$ cat config.mk
export PLATFORM = sky130hd
export DESIGN_NAME = cla_nibble_serial_seq
export DESIGN_NICKNAME = d
export VERILOG_FILES = /design/src/rtl/cla_nibble_serial_seq.sv
export SDC_FILE = /design/constraint.sdc
export NUM_CORES = 1
export LEC_CHECK = 0
export CAP_MARGIN = 20
export CORE_MARGIN = 2
export CORE_UTILIZATION = 51
export CTS_CLUSTER_SIZE = 28
export DETAILED_ROUTE_END_ITERATION = 7
export PLACE_DENSITY_LB_ADDON = 0.2
export SYNTH_ARGS = -nofsm -noshare
export SYNTH_HDL_FRONTEND = slang
export SYNTH_SLANG_ARGS = --single-unit
$ cat constraint.sdc
create_clock -name clk -period 3.75 [get_ports clk]
set_clock_uncertainty 0.15 [all_clocks]
set_input_delay 0.5625 -clock clk [delete_from_list [all_inputs] [get_ports clk]]
set_output_delay 0.5625 -clock clk [all_outputs]
set_load 0.05 [all_outputs]
$ cat src/rtl/cla_nibble_serial_seq.sv
`default_nettype none
// ============================================================================
// Module      : cla_nibble_serial_seq
// Description : Runs a W-bit add/subtract (W = 4*NIBBLES) through a single
//               external combinational 4-bit CLA slice, one nibble per clock.
//               The carry out of each nibble is registered and fed back as the
//               carry-in of the next nibble.
// Ports       : clk, rst_n          - clock, asynchronous active-low reset
//               start, sub, a, b    - request handshake and operands
//               busy, done          - busy in RUN/DONE, one-cycle done pulse
//               sum, cout, ovf      - result, MSB carry, signed overflow
//               cla_a, cla_b, cla_cin, cla_s, cla_cout - external CLA link
// Revision    : 1.0 - initial release
// ============================================================================
module cla_nibble_serial_seq #(
    parameter int NIBBLES = 4
) (
    input  logic                   clk,
    input  logic                   rst_n,
    input  logic                   start,
    input  logic                   sub,
    input  logic [4*NIBBLES-1:0]   a,
    input  logic [4*NIBBLES-1:0]   b,
    output logic                   busy,
    output logic                   done,
    output logic [4*NIBBLES-1:0]   sum,
    output logic                   cout,
    output logic                   ovf,
    output logic [3:0]             cla_a,
    output logic [3:0]             cla_b,
    output logic                   cla_cin,
    input  logic [3:0]             cla_s,
    input  logic                   cla_cout
);

    localparam int W     = 4 * NIBBLES;
    // idx must be able to hold NIBBLES (value after the final nibble edge)
    localparam int IDX_W = $clog2(NIBBLES + 1);
    localparam logic [IDX_W-1:0] C_LAST_IDX = IDX_W'(NIBBLES - 1);

    typedef enum logic [1:0] {
        S_IDLE = 2'd0,
        S_RUN  = 2'd1,
        S_DONE = 2'd2
    } state_t;

    state_t           state_q, state_d;
    logic [IDX_W-1:0] idx_q,   idx_d;
    logic             carry_q, carry_d;
    logic [W-1:0]     a_q,     a_d;
    logic [W-1:0]     b_q,     b_d;     // holds B' (already inverted for sub)
    logic [W-1:0]     sum_q,   sum_d;
    logic             cout_q,  cout_d;
    logic             ovf_q,   ovf_d;

    // Bit offset of the current nibble, and the operands shifted down so that
    // the active nibble sits in bits [3:0]. Shifting avoids out-of-range
    // part-selects when idx has already advanced past the last nibble.
    logic [IDX_W+1:0] w_sh;
    logic [W-1:0]     w_a_shift;
    logic [W-1:0]     w_b_shift;

    assign w_sh      = {idx_q, 2'b00};
    assign w_a_shift = a_q >> w_sh;
    assign w_b_shift = b_q >> w_sh;

    always_ff @(posedge clk or negedge rst_n) begin
        if (!rst_n) begin
            state_q <= S_IDLE;
            idx_q   <= '0;
            carry_q <= 1'b0;
            a_q     <= '0;
            b_q     <= '0;
            sum_q   <= '0;
            cout_q  <= 1'b0;
            ovf_q   <= 1'b0;
        end else begin
            state_q <= state_d;
            idx_q   <= idx_d;
            carry_q <= carry_d;
            a_q     <= a_d;
            b_q     <= b_d;
            sum_q   <= sum_d;
            cout_q  <= cout_d;
            ovf_q   <= ovf_d;
        end
    end

    always_comb begin
        state_d = state_q;
        idx_d   = idx_q;
        carry_d = carry_q;
        a_d     = a_q;
        b_d     = b_q;
        sum_d   = sum_q;
        cout_d  = cout_q;
        ovf_d   = ovf_q;
        cla_a   = 4'h0;
        cla_b   = 4'h0;
        cla_cin = 1'b0;

        case (state_q)
            S_IDLE: begin
                if (start) begin
                    a_d     = a;
                    b_d     = sub ? ~b : b;
                    // Subtraction is A + ~B + 1: the +1 enters as initial carry
                    carry_d = sub;
                    idx_d   = '0;
                    state_d = S_RUN;
                end
            end

            S_RUN: begin
                cla_a   = w_a_shift[3:0];
                cla_b   = w_b_shift[3:0];
                cla_cin = carry_q;
                // Overwrite only the active nibble of sum
                sum_d   = (sum_q & ~(W'(4'hF) << w_sh)) | (W'(cla_s) << w_sh);
                carry_d = cla_cout;
                idx_d   = idx_q + IDX_W'(1);
                if (idx_q == C_LAST_IDX) begin
                    cout_d  = cla_cout;
                    // Overflow: operand signs agree but result sign differs
                    ovf_d   = (a_q[W-1] == b_q[W-1]) && (cla_s[3] != a_q[W-1]);
                    state_d = S_DONE;
                end
            end

            S_DONE: begin
                state_d = S_IDLE;
            end

            default: begin
                state_d = S_IDLE;
            end
        endcase
    end

    assign busy = (state_q != S_IDLE);
    assign done = (state_q == S_DONE);
    assign sum  = sum_q;
    assign cout = cout_q;
    assign ovf  = ovf_q;

endmodule
`default_nettype wire

==> impl.org, run 1 <==
** Status
- The flow ran to the end, and the final reports show no timing, DRC or antenna violations.

** Global route
- First-pass GRT wire length :: 8740 um
- Total routing usage reported by global routing :: 0.188
- The via count of the first global-routing pass came to 1,827.
- Entering global routing, the biggest net connects 31 pins.
- After global routing the overflow that remains totals 0.
- Number of antenna violations at the first check in global routing :: 0

** Yosys
- Synth Register Bits :: 56
- Most frequent cells after synthesis :: 56 x dfrtp_1, 18 x nor2_1, 17 x a21oi_1, 17 x a22o_1, 17 x mux2_2
- Ranked by total cell area, the synthesized netlist is headed by dfrtp_1 52%, mux2_2 7.1%, a22o_1 5.5%.
- Area share of the leading cell type in the synthesized netlist :: 0.520
- Fraction of registers with async set/reset :: 1.00
- Post-synth EDFFs :: 0
- Avg Inst Size Synth :: 12.9 sq um
- Number of standard cells after synthesis :: 208
- Unique masters post-synth :: 29
- Most instantiated flip-flop cell in the synthesis netlist :: dfrtp_1
- YS warnings :: 0
- Net count after synthesis :: 254
- Dominant cell by count in the synthesized netlist :: dfrtp_1
- Of the synthesized area, sequential elements account for 0.520.
- Post-synthesis cell type with the largest combined area :: dfrtp_1
- Mapped cell area :: 2690 sq um

** Critical path
- Highest fanout seen on the critical path :: 12
- Biggest cell delay along the critical path :: 740 ps
- Data arrival time of the critical path :: 2550 ps
- The critical path goes through mux4_1 -> and2_1 -> clkdlybuf4s50_1.
- The worst setup path is captured at a primary output.
- CP Class :: register to primary output
- The largest individual stage delay along the critical path comes from the cell dfrtp_1.
- STA classifies the critical path startpoint as a register.
- STA puts the critical path data required time at 3040 ps.

** STA
- Setup violations remaining at the end of the flow were counted as 0.
- Hold Vio Cnt, Final :: 0
- Period minus WS final :: 3260 ps
- For this run, the top clock speed supported by timing is 0.306 GHz.
- In the finished design, the share of the clock period the worst path needs comes to 0.870.
- Worst-Margin Slew :: 949 ps
- The final-report max-slew violation count was 0.
- Setup repair after global routing left no endpoint under its margin.
- Worst Hold Margin :: 126 ps
- Total negative slack for setup checks :: 0 ps
- Headroom to the max-slew limit came out at 0.365.

** Drt
- DRC violation count after routing :: 0
- The detail route stage leaves a number of antenna-violating nets equal to 0.
- Initial detailed-routing violation count :: 88
- Dividing the detail-routed wire length by the instance count gives 14.6 um.
- Wires add up to 5080 um.
- Via count :: 1,794
- Via density per instance :: 5.17
- Pre-antenna DRT Iters :: 4

** CTS
- Master cell of the clock root buffer :: clkbuf_8
- Number of buffers created by CTS :: 5
- Number of buffers inserted by hold repair at cts :: 0
- TritonCTS clock tree :: done
- The H-tree was split into 2 levels.
- PostCTS Resize Cnt :: 0
- Post CTS Setup Buffer Count :: 0
- For the worst-skew pair, the clock arrives at the later sink with an insertion delay of 300 ps.
- In this run the deepest clock path goes through 2 buffers.
- For this design, the sink count on the clock tree is 56.
- After clock tree synthesis, the clock-pin slew on the worst setup and hold paths is 90 ps.

** Worst hold path
- In this run the worst hold path is classified as primary input to asynchronous set/reset pin.

** Final layout
- The repair_antennas step left the layout with diodes totalling 0.
- Number of filler instances in the final layout :: 388
- Post-Layout Inst Area :: 3490 sq um
- Proportion of layout cells with a drive suffix above 1 :: 0.155
- After the last flow step, the layout net total stands at 323.
- From synthesis to final layout, the design area changed by 29.6%.
- Finished Core Util :: 0.683

** Die
- The floorplan step defined a core boundary enclosing 5110 sq um.
- Measured along the x axis, the die boundary spans 76.7 um.
- The die covers 5880 sq um.
- Pin placement for this block handled 70 I/O pins.
- Standard-cell rows :: 26
- Starting Density :: 0.527
- The die is 76.7 um tall.

** Run
- The tool flagged a number of max-cap violations equal to 0.

** Placement
- Hpwl dp :: 3800 um
- Dpl cell area :: 3410 sq um
- Input and output buffers added on the ports amount to 69.
- Routability-driven placement finished with a final weighted congestion of 0.759.

** Power
- Summed over all cells, the static leakage comes to 1.45 nW.
- Power Dens Cells :: 959 nW/um^2
- Total power for the finished layout comes to 3.34 mW.
- Across the VDD grid, the largest voltage drop is 719 uV.
-- layout by cell type (no fill, tap or decap) --
cell type / synthesis / routed
clkinv_2: 0 / 1
and2_1: 9 / 9
mux4_2: 5 / 5
nand2b_1: 1 / 1
clkdlybuf4s50_1: 0 / 68
nand2_1: 6 / 6
clkbuf_8: 0 / 5
nand3b_2: 1 / 1
o21bai_1: 1 / 1
o21ai_0: 4 / 4
a22oi_1: 1 / 1
inv_1: 5 / 5
a22o_1: 17 / 17
mux4_1: 3 / 3
ha_1: 5 / 5
or2_2: 1 / 1
and3b_1: 1 / 1
mux2i_1: 2 / 2
nor3b_2: 1 / 1
a21oi_1: 17 / 17
dfrtp_1: 56 / 56
xnor2_1: 16 / 16
mux2_2: 17 / 17
buf_2: 5 / 1
or3b_4: 1 / 1
nor2b_1: 3 / 3
buf_4: 2 / 5
nor3b_4: 1 / 1
nor2_1: 18 / 18
nor3_4: 4 / 4
clkbuf_1: 0 / 1
-- critical path, delay by kind of cell, from the launching register on --
family	cells	cell delay, ps
and+or+nand+nor	1	170
DFF	1	740
muxes	1	630
buffers and inverters	1	700
-- metal layers --
metal | wire length [um] | share of wire | global-route usage | vias up
met2 | 2530 | 0.50 | 0.306 | 50
met5 | 0 | 0 | 0 | -
li1 | - | - | - | 871
met3 | 254 | 0.050 | 0.0471 | 5
met4 | 44 | 0.0087 | 0.0564 | 0
met1 | 2250 | 0.44 | 0.250 | 868
-- path summary, 6_finish.rpt --
kind                            end  cells past startpoint  slack (ps)        from
setup / recovery           cla_a[3]                      3         490    idx_q[0]
hold / removal               sum[7]                      1         130       rst_n
setup reg to reg             b_q[8]                      4        1730  state_q[1]
hold reg to reg                 ovf                      2         340         ovf
max in group asynchronous   b_q[11]                      2        2540       rst_n
min in group clk                ovf                      2         340         ovf
-- cell type report --
| type | count | area (sq um) | area share |
|---|---|---|---|
| Inverter | 5 | 18.8 | 0.00538 |
| Multi-Input combinational cell | 135 | 1180 | 0.338 |
| Clock buffer | 6 | 72.6 | 0.0208 |
| Sequential cell | 56 | 1400 | 0.402 |
| Timing Repair Buffer | 74 | 723 | 0.207 |
| Tap cell | 70 | 87.6 | 0.0251 |
| Clock inverter | 1 | 5.00 | 0.00143 |
-- cells by family (layout without fill, tap and decap cells) --
logic type | count (synthesis) | in the layout | synth area share
compound gates | 40 | 40 | 0.0999
xor+xnor | 16 | 16 | 0.0520
fa+ha+maj | 5 | 5 | 0.0232
buf+inv | 17 | 86 | 0.0414
flops | 56 | 56 | 0.520
mux | 27 | 27 | 0.150
simple gates | 47 | 47 | 0.113
-- power by group --
| group | leakage (nW) | internal [mW] | total (mW) | switching [mW] |
|---|---|---|---|---|
| sequential | 0.663 | 0.896 | 1.13 | 0.238 |
| clock | 0.0410 | 0.128 | 0.307 | 0.179 |
| combinational | 0.746 | 0.831 | 1.90 | 1.07 |
-- state kept, by name, indices dropped and copies added (netlist names) --
signal	flops
a_q	16
b_q	16
carry_q	1
cout	1
idx_q	3
ovf	1
state_q	2
sum	16
-- stage by stage --
step           worst slack [ps]  instances
6_report                    486        347
5_1_grt                     344        347
4_1_cts                     455        347
3_5_place_dp                802        340
3_3_place_gp                849        340
2_1_floorplan              1590        208
Note: power is estimated with default switching activity, not from simulation.
==> run 2, diff against run 1 <==
- CTS_BUF_LIST: default -> sky130_fd_sc_hd__clkbuf_8
==> run 2 against run 1 <==
Final cell count unchanged. Sequential share of layout area unchanged. Clock power hardly changed. Wire length about the same. Sequential power about the same. First-iteration DRC count did not move. Flip-flop and latch count unchanged. Clock-buffer cell count decreased by 1. Register-to-register slack is essentially flat. Combinational power about the same. Non-clock buffer count is the same. Total power is essentially flat.
==> impl.org, run 2 (synthesis results as in run 1) <==
** CTS
- Number of buffers created by CTS :: 5 (unchanged)
- Master cell of the clock root buffer :: clkbuf_8 (unchanged)
- Sinks on the clock net :: 56 (unchanged)
- Post CTS Setup Buffer Count :: 0 (unchanged)
- The clock-pin slew reported for the worst setup and hold paths after clock tree synthesis is 90 ps (about the same).
- Number of buffers inserted by hold repair at cts :: 0 (unchanged)
- The largest buffer count on any clock path was 2 (unchanged).
- The post-cts repair resize count is 0 (unchanged).
- H-Tree Level Count :: 2 (unchanged)
- The CTS tree is done (unchanged).
- The source-to-sink clock delay at the later pin of the worst-skew pair is 300 ps (about the same).

** Die
- The standard cell core area came to 5110 sq um (unchanged).
- Starting Density :: 0.527 (unchanged)
- The y dimension of the die came to 76.7 um (unchanged).
- DIE AREA :: 5880 sq um (unchanged)
- Standard-cell rows :: 26 (unchanged)
- DIE WIDTH :: 76.7 um (unchanged)
- I/O pin count :: 70 (unchanged)

** Drt
- Via density per instance :: 5.17 (about the same)
- The first-iteration detailed-routing DRC count is 88 (unchanged).
- The final wirelength was 5070 um (was 5080 um).
- DRC violation count after routing :: 0 (unchanged)
- Via count :: 1,793 (was 1,794)
- The remaining antenna violation count is 0 (unchanged).
- Pre-antenna DRT Iters :: 4 (unchanged)
- The wire length per cell came to 14.6 um (about the same).

** STA
- Hold Vio Cnt, Final :: 0 (unchanged)
- Worst slew margin relative to its limit :: 0.365 (unchanged)
- The post-layout minimum cycle time was 3260 ps (about the same).
- Unrepaired setup endpoints after global routing :: no (unchanged)
- Setup-failing EPs final :: 0 (unchanged)
- Worst-Margin Slew :: 949 ps (unchanged)
- The share of the cycle needed by the critical path after routing was 0.870 (about the same).
- Final critical-path setup slack :: 486 ps (about the same)
- The highest clock rate came to 0.306 GHz (about the same).
- Total negative slack for setup checks :: 0 ps (unchanged)
- The final-report max-slew violation count was 0 (unchanged).

** Final layout
- The count of nets after finishing was 323 (unchanged).
- Area growth, synth to finish :: 29.6% (unchanged)
- The area used by sequential logic in the layout is 1400 sq um (unchanged).
- Commonest cells after routing, fill and taps aside: 68 x clkdlybuf4s50_1, 56 x dfrtp_1, 18 x nor2_1 (unchanged).
- The layout filler cell count was 388 (unchanged).
- The share of cells above drive strength 1 came to 0.155 (unchanged).
- The most frequent standard cell in the layout excluding fill and tap cells was clkdlybuf4s50_1 (unchanged).
- The combined area of the multi-input logic cells is 1180 sq um (unchanged).
- The antenna diode count was 0 (unchanged).

** Power
- Clock group share of total power :: 0.091 (was 0.092)
- Power Dens Cells :: 958 nW/um^2 (was 959 nW/um^2)
- Share of total power in sequential cells :: 0.339 (about the same)
- Power share of the combinational group :: 0.570 (was 0.569)
- Leakage :: 1.45 nW (about the same)
- The switching share of power came to 0.446 (was 0.445).
- Cell Int Power :: 1.85 mW (about the same)
- Switching pwr :: 1.49 mW (about the same)
- IR Drop Worst-Case VDD :: 719 uV (unchanged)

** Global route
- The via count of the first global-routing pass came to 1,827 (unchanged).
- The aggregate global routing overflow came to 0 (unchanged).
- The global-route wire length before repair came to 8740 um (unchanged).
- The maximum number of pins on one net before global-route repair is 31 (unchanged).
- Layer with the highest usage after global routing :: met2 (unchanged)
- Total routing usage reported by global routing :: 0.188 (unchanged)
- Grt met3 use :: 0.0471 (unchanged)
- Met2 GRT Util :: 0.306 (unchanged)
- Number of antenna violations at the first check in global routing :: 0 (unchanged)
- Met1 track demand over resource :: 0.250 (unchanged)

** Critical path
- Worst-path cell chain: mux4_1 -> and2_1 -> clkdlybuf4s50_1 (unchanged).
- The endpoint arrival time on the critical path was 2550 ps (about the same).
- Data required, critical path :: 3040 ps (about the same)
- Highest fanout seen on the critical path :: 12 (unchanged)
- CP Class :: register to primary output (unchanged)
- The critical path launch point type is a register (unchanged).
- The terminus of the critical flop-to-flop path is b_q[8] (unchanged).
- Endpoint kind of the worst setup timing path :: primary output (unchanged)
- The largest stage delay on the critical path was 740 ps (about the same).
- Slowest-stage cell, CP :: dfrtp_1 (unchanged)
- The cell depth of the worst flop-to-flop path came to 4 (unchanged).
- The reg-to-reg setup timing slack was 1730 ps (about the same).
- Worst reg2reg startpoint :: state_q[1] (unchanged)

** Placement
- Setup Slack @ Placement :: 802 ps (unchanged)
- Hpwl dp :: 3800 um (unchanged)
- Port-buffer cells :: 69 (unchanged)
- Routability Congestion :: 0.759 (unchanged)

** Status
- Status :: finished, final reports clean (unchanged)

** Worst hold path
- Hold WC Path Type :: primary input to asynchronous set/reset pin (unchanged)

** Run
- The reported max-cap violation count came to 0 (unchanged).
## run 2: changes by cell type in the layout (fill, tap and decap cells not counted)
cell / before / now
clkbuf_1: 1 / 0
inv_1: 5 / 6
## run 2: area by class of cell
cell class | instances | area share
multi-input cells | 135 | 0.338
inverters | 5 | 0.00538
clock inverters | 2 | 0.00251
repair buffers | 74 | 0.207
flip-flops and latches | 56 | 0.402
well taps | 70 | 0.0251
clock buffers | 5 | 0.0197
## run 2: per-layer routing
metal | vias up | part of all wire
li1 | 871 | -
met1 | 867 | 0.44
met2 | 50 | 0.50
met3 | 5 | 0.050
met4 | 0 | 0.0087
met5 | - | 0
## run 2: through the flow
stage / hold WS (ps) / instances / area [sq um] / utilization / power (mW)
final: 125 / 347 / 3490 / 0.683 / 3.34
after global routing: 180 / 347 / 3490 / 0.683 / 3.54
after CTS: 141 / 347 / 3490 / 0.683 / 3.38
after detailed placement: 325 / 340 / 3410 / 0.668 / 3.07
after global placement: 317 / 340 / 3410 / 0.668 / 3.03
after floorplan: 117 / 208 / 2690 / - / 2.51
## run 2: how the worst max path moves through the flow
stage / start / endpoint / slack (ps)
after floorplan: idx_q[0] / cla_b[0] / 1590
after global placement: idx_q[0] / cla_a[3] / 850
after detailed placement: idx_q[0] / cla_a[3] / 800
after CTS: idx_q[0] / cla_a[3] / 460
after global routing: idx_q[0] / cla_a[3] / 340
final: idx_q[0] / cla_a[3] / 490
## run 2: worst max-delay path, delay by kind of cell (launching register included)
kind                   cells  cell delay (ps)
buffers and inverters      1              700
multiplexers               1              630
AND/OR/NAND/NOR            1              170
flip-flops                 1              740
## run 2: power by group through the flow
| stage | sequential [mW] | clock (mW) | combinational (mW) |
|---|---|---|---|
| floorplan | 1.35 | 0 | 1.16 |
| global placement | 1.14 | 0 | 1.89 |
| detailed placement | 1.15 | 0 | 1.92 |
| CTS | 1.14 | 0.315 | 1.93 |
| global route | 1.18 | 0.335 | 2.03 |
| finish | 1.13 | 0.304 | 1.90 |
==> run 3, diff against run 2 <==
- CTS_BUF_LIST: sky130_fd_sc_hd__clkbuf_8 -> default
==> results of run 3 <==
The final DEF is identical to that of run 1; final timing and power are the same.
